## src/rtl/arb_pkg.sv

```systemverilog
// Shared types for the RAM-port arbiter.
// Word type, arbiter state encoding and starvation defaults.
package arb_pkg;

  typedef logic [31:0] word_t;

  typedef enum logic [1:0] {
    IDLE = 2'd0,
    IGNT = 2'd1,
    DGNT = 2'd2
  } arb_state_t;

  localparam int unsigned STARVE_MAX_DEFAULT = 4;
  localparam int unsigned CNT_W = 4;

  typedef logic [CNT_W-1:0] cnt_t;

endpackage

```

## src/rtl/memory_arbiter.sv

```systemverilog
// Shares one RAM port between instruction fetch and data memory.
// Ports: CLK/nRST; iREN,iaddr -> iload,ihit; dREN,dWEN,daddr,dstore
// -> dload,dhit; halt; ramREN,ramWEN,ramaddr,ramstore <- ramload,ram_ready.
module memory_arbiter
  import arb_pkg::*;
#(
  parameter int unsigned STARVE_MAX = STARVE_MAX_DEFAULT
) (
  input  logic  CLK,
  input  logic  nRST,
  input  logic  iREN,
  input  word_t iaddr,
  output word_t iload,
  output logic  ihit,
  input  logic  dREN,
  input  logic  dWEN,
  input  word_t daddr,
  input  word_t dstore,
  output word_t dload,
  output logic  dhit,
  input  logic  halt,
  output logic  ramREN,
  output logic  ramWEN,
  output word_t ramaddr,
  output word_t ramstore,
  input  word_t ramload,
  input  logic  ram_ready
);

  localparam cnt_t LP_SMAX = cnt_t'(STARVE_MAX);

  arb_state_t r_state;
  arb_state_t w_next;

  word_t r_addr;
  word_t r_store;
  logic  r_wr;
  cnt_t  r_starve;
  logic  r_halted;

  logic w_iwant;
  logic w_dwant;
  logic w_force_i;
  logic w_dheld;
  logic w_sel_d;
  logic w_sel_i;

  always_comb begin
    w_iwant   = iREN & ~r_halted;
    w_dwant   = dREN | dWEN;
    w_force_i = w_iwant & (r_starve == LP_SMAX);
    // A write grant is held by dWEN, a read grant by dREN.
    w_dheld   = r_wr ? dWEN : dREN;
  end

  always_ff @(posedge CLK or negedge nRST) begin
    if (!nRST) begin
      r_state <= IDLE;
    end else begin
      r_state <= w_next;
    end
  end

  always_comb begin
    w_next   = r_state;
    w_sel_d  = 1'b0;
    w_sel_i  = 1'b0;
    ihit     = 1'b0;
    iload    = '0;
    dhit     = 1'b0;
    dload    = '0;
    ramREN   = 1'b0;
    ramWEN   = 1'b0;
    ramaddr  = '0;
    ramstore = '0;
    unique case (r_state)
      IDLE: begin
        if (w_dwant && !w_force_i) begin
          w_next  = DGNT;
          w_sel_d = 1'b1;
        end else if (w_iwant) begin
          w_next  = IGNT;
          w_sel_i = 1'b1;
        end
      end
      IGNT: begin
        // Fetch in flight finishes even if halt rose meanwhile.
        if (!iREN) begin
          w_next = IDLE;
        end else begin
          ramREN  = 1'b1;
          ramaddr = r_addr;
          if (ram_ready) begin
            ihit   = 1'b1;
            iload  = ramload;
            w_next = IDLE;
          end
        end
      end
      DGNT: begin
        if (!w_dheld) begin
          w_next = IDLE;
        end else begin
          ramWEN   = r_wr;
          ramREN   = ~r_wr;
          ramaddr  = r_addr;
          ramstore = r_store;
          if (ram_ready) begin
            dhit   = 1'b1;
            dload  = r_wr ? '0 : ramload;
            w_next = IDLE;
          end
        end
      end
      default: w_next = IDLE;
    endcase
  end

  always_ff @(posedge CLK or negedge nRST) begin
    if (!nRST) begin
      r_addr  <= '0;
      r_store <= '0;
      r_wr    <= 1'b0;
    end else if (w_sel_d) begin
      r_addr  <= daddr;
      r_store <= dstore;
      r_wr    <= dWEN;
    end else if (w_sel_i) begin
      r_addr  <= iaddr;
      r_store <= '0;
      r_wr    <= 1'b0;
    end
  end

  always_ff @(posedge CLK or negedge nRST) begin
    if (!nRST) begin
      r_halted <= 1'b0;
    end else if (halt) begin
      r_halted <= 1'b1;
    end
  end

  always_ff @(posedge CLK or negedge nRST) begin
    if (!nRST) begin
      r_starve <= '0;
    end else if (ihit) begin
      r_starve <= '0;
    end else if (dhit && w_iwant) begin
      if (r_starve != LP_SMAX) begin
        r_starve <= r_starve + 4'd1;
      end
    end else if (r_state == IDLE && !iREN) begin
      r_starve <= '0;
    end
  end

endmodule

```

## config.mk

```make
export PLATFORM = sky130hd
export DESIGN_NAME = memory_arbiter
export DESIGN_NICKNAME = d
export VERILOG_FILES = /design/src/rtl/arb_pkg.sv /design/src/rtl/memory_arbiter.sv
export SDC_FILE = /design/constraint.sdc
export NUM_CORES = 1
export LEC_CHECK = 0
export CAP_MARGIN = 20
export CORE_MARGIN = 10
export CORE_UTILIZATION = 40
export DETAILED_ROUTE_END_ITERATION = 6
export HOLD_SLACK_MARGIN = 0.12
export PLACE_DENSITY = 0.95
export SYNTH_ARGS = -nofsm -noshare
export SYNTH_HDL_FRONTEND = slang
export SYNTH_SLANG_ARGS = --single-unit
```

## constraint.sdc

```tcl
create_clock -name CLK -period 2.55 [get_ports CLK]
set_input_delay 0.51 -clock CLK [delete_from_list [all_inputs] [get_ports CLK]]
set_output_delay 0.51 -clock CLK [all_outputs]
set_load 0.02 [all_outputs]
```

-- Word-level counts from Yosys, hierarchy flattened
Index checks and enable logic that the tools add are counted.
- $lt $le $gt $ge: 0
- bitwise gates (word level): 5
- muxes and demuxes: 44
- equal/unequal tests: 6
- $add $sub $neg: 1
- multiply operators: 0
- shift-type cells: 0
- reductions and logical operators: 9
- divide/modulo/power cells: 0
- operators with widths (operator ; number):
    32-bit two-way mux ; 15
    32-bit case mux with 2 select lines ; 1
    1-bit two-way mux ; 17
    4-bit two-way mux ; 4
    2-bit two-way mux ; 5
    2-bit case mux with 3 select lines ; 1
    4-bit by 1-bit adder with 4-bit output, second input constant ; 1
    4-bit by 3-bit equality test with 1-bit output, second input constant ; 1
    4-bit by 3-bit inequality test with 1-bit output, second input constant ; 1
    1-bit logical AND ; 3
    3-bit by 2-bit inequality test with 1-bit output, second input constant ; 1
    3-bit inequality test, second input constant ; 1
    3-bit nonzero test ; 1
    1-bit AND ; 2
    2-bit by 1-bit equality test with 1-bit output, second input constant ; 1
    2-bit equality test, second input constant ; 1
    1-bit zero test ; 2
    2-bit zero test ; 1
    1-bit NOT ; 2
    1-bit case mux with 2 select lines ; 1
    2-bit AND reduction ; 1
    2-bit nonzero test ; 1
    1-bit bitwise OR ; 1
- RAM bits: 0
- word-level logic and storage cells: 71
- memories kept: 0
- flip-flop bits (word level): 72
- bits in read-only memories: 0
- output and inout bits: 132
- latch bits: 0
- bits of input ports: 135

-- Longest topological paths before layout
Gate-level depths: netlist (run 1).
- word-level depth: 9
- depth in mapped cells: 7
- mapped depth without buffers: 5

-- Worst setup path after synthesis (run 1)
Ideal clock, no wire load.
- path type: register to output
- start point: register r_state[1]
- end point: output ramaddr[0]
- data required time: 2040 ps
- arrival time: 1616 ps
- path buffers: 1
- path slack: 424 ps
- stages on the path, launching flop included: 7
- path through: dfrtp_1 > inv_1 > ha_1 > nand2_1 > a21boi_1 > buf_2 > nor3b_1
- cells in the longest elaborated chain, start to end: 2
- elaborated cells between the ends (all ways): 3
- those cells by class: 2 x eq/ne; 1 x mux
- RTL lines (item ; line ; text):
    from (decl) ; memory_arbiter.sv:32 ; arb_state_t r_state;
    from (signal assigned) ; memory_arbiter.sv:60 ; r_state <= w_next;
    2-bit equality test / 2-bit by 1-bit equality test with 1-bit output (equally long branches) ; memory_arbiter.sv:76 ; unique case (r_state)
    32-bit case mux with 2 select lines (*) ; memory_arbiter.sv:76 ;
    to (decl) ; memory_arbiter.sv:24 ; output word_t ramaddr,
Every way passes the cells marked *; elsewhere a longest branch is shown, timed or not.

-- Final worst setup path (run 1)
- start point: input dREN
- end point: output dload[15]
- cells in the longest elaborated chain, start to end: 3
- RTL lines (item ; line ; text):
    from (decl) ; memory_arbiter.sv:15 ; input logic dREN,
    1-bit two-way mux ; memory_arbiter.sv:53 ; w_dheld = r_wr ? dWEN : dREN;
    32-bit two-way mux ; memory_arbiter.sv:101 ; if (!w_dheld) begin
    32-bit two-way mux ; memory_arbiter.sv:76 ;
    to (decl) ; memory_arbiter.sv:19 ; output word_t dload,
Every way passes these cells.

==> results.md, run 1 <==
* Synthesis-to-finish area growth at 62.57%
* Total GRT Usage at 21.05%
* WHS at 0.2634 ns
* Crit start category: primary input
* Leakage power at 3.789 nW
* Clk slew on worst S/H paths at 0.09 ns
* Hold Fails Final Rpt at 0
* Critical path arrival at 1.99 ns
* CTS tree: done
* Most numerous cell in the Yosys netlist: inv_1
* Max Cap Viol at 0
* Final setup violation count at 0
* Dpl ws at -0.3105 ns
* Final setup margin at 0.05201 ns
* Post-DP Area at 0.007154 sq mm
* Vias in the first global route at 4,611
* Vias/cell at 5.296
* WP data required at 2.04 ns
* Core area at 0.01037 sq mm
* Final Max Tran Viols at 0
* Clk sink count at 72
* Filler cells at 812
* Post-route insts no fill at 862
* Fin Setup TNS at 0 ns
* Worst r2r src: r_starve[0]
* Cell taking the most area after synthesis: dfrtp_1
* Worst Setup End Kind: output port
* Share of cells above drive strength 1 at 20.39%
* Syn Nets at 601
* Ant. Diodes at 0
* Iter 0 DRT Violations at 541
* Gr ovfl total at 0
* Yosys warns at 0
* Drc violations at 0
* Crit path from: dREN
* Root Buffer: clkbuf_8
* Actual slew at the worst max-slew pin at 0.9038 ns
* Post-synthesis sequential area ratio at 42.18%
* Syn avg cell area at 9.286 sq um
* Max Freq at 400.3 MHz
* R2R depth at 6
* Io pins at 267
* Vias post-DR at 4,565
* Async SR Flop Fraction at 100.0%
* DRT Pass-1 Iters at 7
* Cells after DPL at 845
* Most used routing layer: met2
* Synth top area cells: dfrtp_1 (42%), and2_1 (9.8%), inv_1 (8.9%)
* Number of flops mapped to enable cells by yosys at 0
* Clock Skew at 0.01203 ns
* Mapped Cells at 460
* Crit-path max FO at 32
* Status: complete, no violations
* Crit Path Category: primary input to output port
* Synth top cells by count: inv_1 (101), dfrtp_1 (72), and2_1 (67), and3_1 (35), a22o_1 (33)
* Ys flop type: dfrtp_1
* Antenna violations before repair at 0
* Clock Latency Late Sink at 0.36 ns
* Htree depth at 3
* Full die area at 0.01521 sq mm
* Met3 GRT Util at 7.110%
* Cell Rows at 37
* Tcrit/Tclk final at 97.96%
* WL/cell at 19.64 microns
* I/O Buffers at 266
* Hold_buf cts at 0
* Synthesized cell area at 0.004272 sq mm
* Routed wire length at 16.93 mm
* Post-DRT Antenna Nets at 0
* Rel. slew slack at 39.75%
* Die X at 123.3 microns
* Hpwl dp at 13.01 mm
* Final nets at 862
* RSZ-0062 raised after global routing: no
* M2 GR Usage at 36.68%
* Met1 Usage GRT at 23.26%
* First-pass GRT wire length at 25.40 mm
* CTS max path bufs at 2
* Finished Core Util at 66.96%
* VDD IR max at 0.4501 mV
* Finished layout cell area at 0.006944 sq mm
* Post-synth cell types at 37
* CTS Buf Count at 9
* Synth top area share at 42.18%
* Chip height at 123.3 microns
* Final Wtd Congestion at 0.8414
* Fin crit period at 2.498 ns
* Pin count of the biggest net entering global routing at 73
* Total power at 5.840 mW
* PwrDens at 841.1 mW/mm^2
* R2r setup slk at 0.63 ns
* Flip-flop and latch count after synthesis at 72
* Initial Util at 41.19%
* Hold/Removal Path Class: primary input to async pin
-- layout by cell type (no fill, tap or decap), types with 20 or more instances in the layout --
cell type and instances:
a222oi_1 32, a22o_1 33, and2_1 67, and3_1 35
buf_2 20, buf_4 21, clkbuf_2 68, clkdlybuf4s50_1 133
dfrtp_1 71, dlygate4sd2_1 34, inv_1 100, nor3b_1 28
-- repair_timing --
action / CTS / global route
gates cloned: 1 / 0
endpoints found under the setup margin: 131 / 92
resized for setup: 266 / 137
pin swaps: 1 / 2
setup buffers: 0 / 0
-- per-layer routing --
metal	share of wire [%]	wire (microns)	up-vias
met1	37	6282	2163
met3	10	1716	32
met5	0	0	-
met2	51	8551	266
li1	-	-	2104
met4	2.2	378	0
-- path summary, 6_finish.rpt --
| kind | end |
|---|---|
| worst max-delay path | dload[15] |
| worst min-delay path | r_store[18] |
| worst max register to register | r_addr[9] |
| worst min register to register | r_store[27] |
| min in group CLK | r_store[27] |
| max in group asynchronous | r_state[0] |
-- flip-flops by register name, indices dropped and copies added (netlist names) --
| name | cells |
|---|---|
| r_addr | 32 |
| r_halted | 1 |
| r_starve | 4 |
| r_state | 2 |
| r_store | 32 |
| r_wr | 1 |
-- cell families (layout without fill, tap and decap cells) --
kind of cell             Yosys count  in the layout  synth area share, %
AND/OR/NAND/NOR                  162            162                24.87
buffers and inverters            138            404                13.42
AO/OA/AOI/OAI                     77             77                16.58
flip-flops                        72             72                42.18
adder cells (fa/ha/maj)            6              6                1.757
multiplexers                       5              5                1.201
-- area by class of cell --
| class | count | area, sq um | area share, % |
|---|---|---|---|
| clock buffer | 9 | 123.9 | 1.784 |
| tap | 136 | 170.2 | 2.450 |
| inverter | 101 | 379.1 | 5.459 |
| sequential | 72 | 1803 | 25.96 |
| multi-input combinational | 250 | 1964 | 28.29 |
| timing repair buffer | 287 | 2425 | 34.92 |
| clock inverter | 7 | 78.83 | 1.135 |
-- where the power goes --
part           internal (mW)  switching [mW]
clock network          0.462           0.468
registers               1.65           0.226
logic                   1.37            1.66
total                   3.48            2.36
-- critical path: stages --
cell and delay, ns:
clkdlybuf4s50_1 0.49, buf_4 0.15, and4b_1 0.25, buf_12 0.17
and2_1 0.13, clkdlybuf4s15_2 0.27
Power figures use the tool's default switching activity.
==> run 2: changes to the inputs <==
--- a/config.mk
+++ b/config.mk
@@ -8,6 +8,7 @@
 export CAP_MARGIN = 20
 export CORE_MARGIN = 10
 export CORE_UTILIZATION = 40
+export CTS_BUF_LIST = sky130_fd_sc_hd__clkbuf_8 sky130_fd_sc_hd__clkbuf_16
 export DETAILED_ROUTE_END_ITERATION = 6
 export HOLD_SLACK_MARGIN = 0.12
 export PLACE_DENSITY = 0.95
==> constraint.sdc (replaced) <==
create_clock -name CLK -period 2.9 [get_ports CLK]
set_input_delay 0.58 -clock CLK [delete_from_list [all_inputs] [get_ports CLK]]
set_output_delay 0.58 -clock CLK [all_outputs]
set_load 0.02 [all_outputs]
==> run 2 against run 1 <==
The flow now finishes with violations (design-rule violations); power shrank 15%; non-clock buffer count shrank 3; combinational power shrank 14%; wire length shrank 2.6%; first-iteration DRC count shrank 22%; sequential power shrank 12%; clock power shrank 20%; flip-flop and latch count is the same; largest power group unchanged.
==> results.md, run 2 (same netlist as run 1, synthesis figures left out) <==
* Violated checks: design-rule violations
* Core area at 0.01037 sq mm (unchanged)
* DRT Pass-1 Iters at 7 (unchanged)
* Htree depth at 3 (unchanged)
* CTS max path bufs at 2 (unchanged)
* Sequential group share of total power at 33.0% (+0.9 points)
* Hold Fails Final Rpt at 0 (unchanged)
* Hold/Removal Path Class: primary input to async pin
* Biggest regs: r_addr x32, r_store x32, r_starve x4
* Setup bufs post-CTS at 0 (unchanged)
* Final setup violation count at 0 (unchanged)
* Vias/cell at 5.210 (-1.6%)
* P_sw at 2.025 mW (-14%)
* Max Cap Viol at 0 (unchanged)
* Routed wire length at 16.49 mm (-2.6%)
* WL/cell at 19.20 microns (-2.2%)
* Root Buffer: clkbuf_8
* Fin crit period at 2.867 ns
* Vias post-DR at 4,475 (-2.0%)
* First-pass GRT wire length at 24.39 mm (-4.0%)
* Slowest CP cell: clkdlybuf4s50_1
* Multi-input logic area at 0.001921 sq mm (-2.2%)
* Share of cells above drive strength 1 at 5.809% (-15 points)
* Status: complete, but fails checks
* Pin count of the biggest net entering global routing at 73 (unchanged)
* CP delay by family, top: buffers and inverters
* Clk slew on worst S/H paths at 0.09 ns (about the same)
* Seq. cell area at 0.001802 sq mm (about the same)
* Internal power at 2.964 mW (-15%)
* CP cell instances: clkdlybuf4s50_1, mux2_2, buf_8, and3_1, clkdlybuf4s50_1
* Actual slew at the worst max-slew pin at 0.8755 ns (-0.02828 ns)
* Final Wtd Congestion at 0.8172 (-2.9%)
* CP Buf/Inv Count at 3 (-1)
* Most frequent cells in the layout: clkdlybuf4s50_1 (138), dlygate4sd2_1 (105), inv_1 (101)
* Total GRT Usage at 19.90% (-1.1 points)
* Clock Skew at 0.01189 ns (-0.0001361 ns)
* Drc violations at 21 (+21)
* Worst Setup End Kind: output port
* CTS tree: done
* Filler cells at 796 (-2.0%)
* Clock Latency Late Sink at 0.34 ns (-0.02 ns)
* Antenna violations before repair at 0 (unchanged)
* Logic pwr share at 52.1% (about the same)
* VDD IR max at 0.3787 mV (-16%)
* Sw frac at 40.58% (+0.23 points)
* I/O Buffers at 266 (unchanged)
* Fin Setup TNS at 0 ns (unchanged)
* Commonest non-fill, non-tap cell in the layout: clkdlybuf4s50_1
* CTS Buf Count at 9 (unchanged)
* Max Freq at 348.8 MHz
* Final Max Tran Viols at 0 (unchanged)
* Synthesis-to-finish area growth at 69.51%
* Crit start category: primary input
* Final setup margin at 0.03343 ns (-0.01858 ns)
* Crit Path Category: primary input to output port
* Critical path arrival at 2.29 ns (+0.30 ns)
* Ant. Diodes at 0 (unchanged)
* WP data required at 2.32 ns (+0.28 ns)
* Slowest stage delay, CP at 0.60 ns (+0.11 ns)
* Gr ovfl total at 0 (unchanged)
* Crit-path max FO at 38 (+19%)
* Cell mode on critical path: clkdlybuf4s50_1
* Io pins at 267 (unchanged)
* Tcrit/Tclk final at 98.85%
* Die X at 123.3 microns (unchanged)
* Cell Rows at 37 (unchanged)
* Vias in the first global route at 4,637 (+0.56%)
* Clk sink count at 72 (unchanged)
* Leakage power at 4.269 nW (+13%)
* Dpl ws at -0.1168 ns (+0.1937 ns)
* Rel. slew slack at 41.63% (+1.9 points)
* Iter 0 DRT Violations at 421 (-22%)
* Full die area at 0.01521 sq mm (unchanged)
* Clk pwr share at 14.9% (-1.0 points)
* Final nets at 859 (-0.35%)
* PwrDens at 689.0 mW/mm^2 (-18%)
* Post-DRT Antenna Nets at 0 (unchanged)
* Initial Util at 41.19% (unchanged)
* Chip height at 123.3 microns (unchanged)
* Hpwl dp at 12.65 mm (-2.7%)
## run 2: cell type report
type,instances,share of cell area [%]
Clock inverter,7,0.8467
Clock buffer,9,1.711
Inverter,101,5.236
Multi-Input combinational cell,250,26.52
Tap cell,136,2.350
Sequential cell,72,24.88
Timing Repair Buffer,284,38.45
## run 2: power by group through the flow
stage               sequential (mW)  combinational (mW)  clock [mW]
finish                         1.65                2.60       0.742
global route                   1.70                2.81       0.812
detailed placement             1.66                2.71           0
CTS                            1.64                2.60       0.766
global placement               1.63                2.64           0
floorplan                      1.59                1.65           0
## run 2: stage by stage
step | std cells | cell area, sq um | utilization (%) | hold WS (ns) | power (mW)
final | 859 | 7241 | 69.82 | 0.3554 | 4.989
after global routing | 859 | 7241 | 69.82 | 0.4064 | 5.323
after CTS | 859 | 7176 | 69.20 | 0.3763 | 5.008
after detailed placement | 843 | 7114 | 68.61 | 0.4848 | 4.369
after global placement | 843 | 7114 | 68.61 | 0.4805 | 4.265
after floorplan | 460 | 4272 | - | 0.2844 | 3.242
## run 2: path summary, 6_finish.rpt
path	startpoint	slack, ns	to	cells after the start
setup reg to reg	r_starve[0]	0.99	r_addr[23]	6
hold / removal	nRST	0.36	r_store[14]	1
max in group asynchronous	nRST	1.97	r_addr[5]	1
setup / recovery	dREN	0.03	ramstore[11]	5
min in group CLK	r_store[22]	0.51	r_store[22]	1
hold reg to reg	r_store[22]	0.51	r_store[22]	1
## run 2: repair_timing
action / in CTS / in global routing
gates resized for setup: 107 / 24
setup endpoints to repair: 128 / 25
endpoints found under the hold margin: 0 / 0
hold buffers: 0 / 0
## run 2: metal layers
metal | global-route usage, % | routed length (microns)
met5 | 0 | 0
met1 | 22.18 | 6409
met3 | 6.837 | 1536
met2 | 35.52 | 8376
met4 | 5.022 | 171
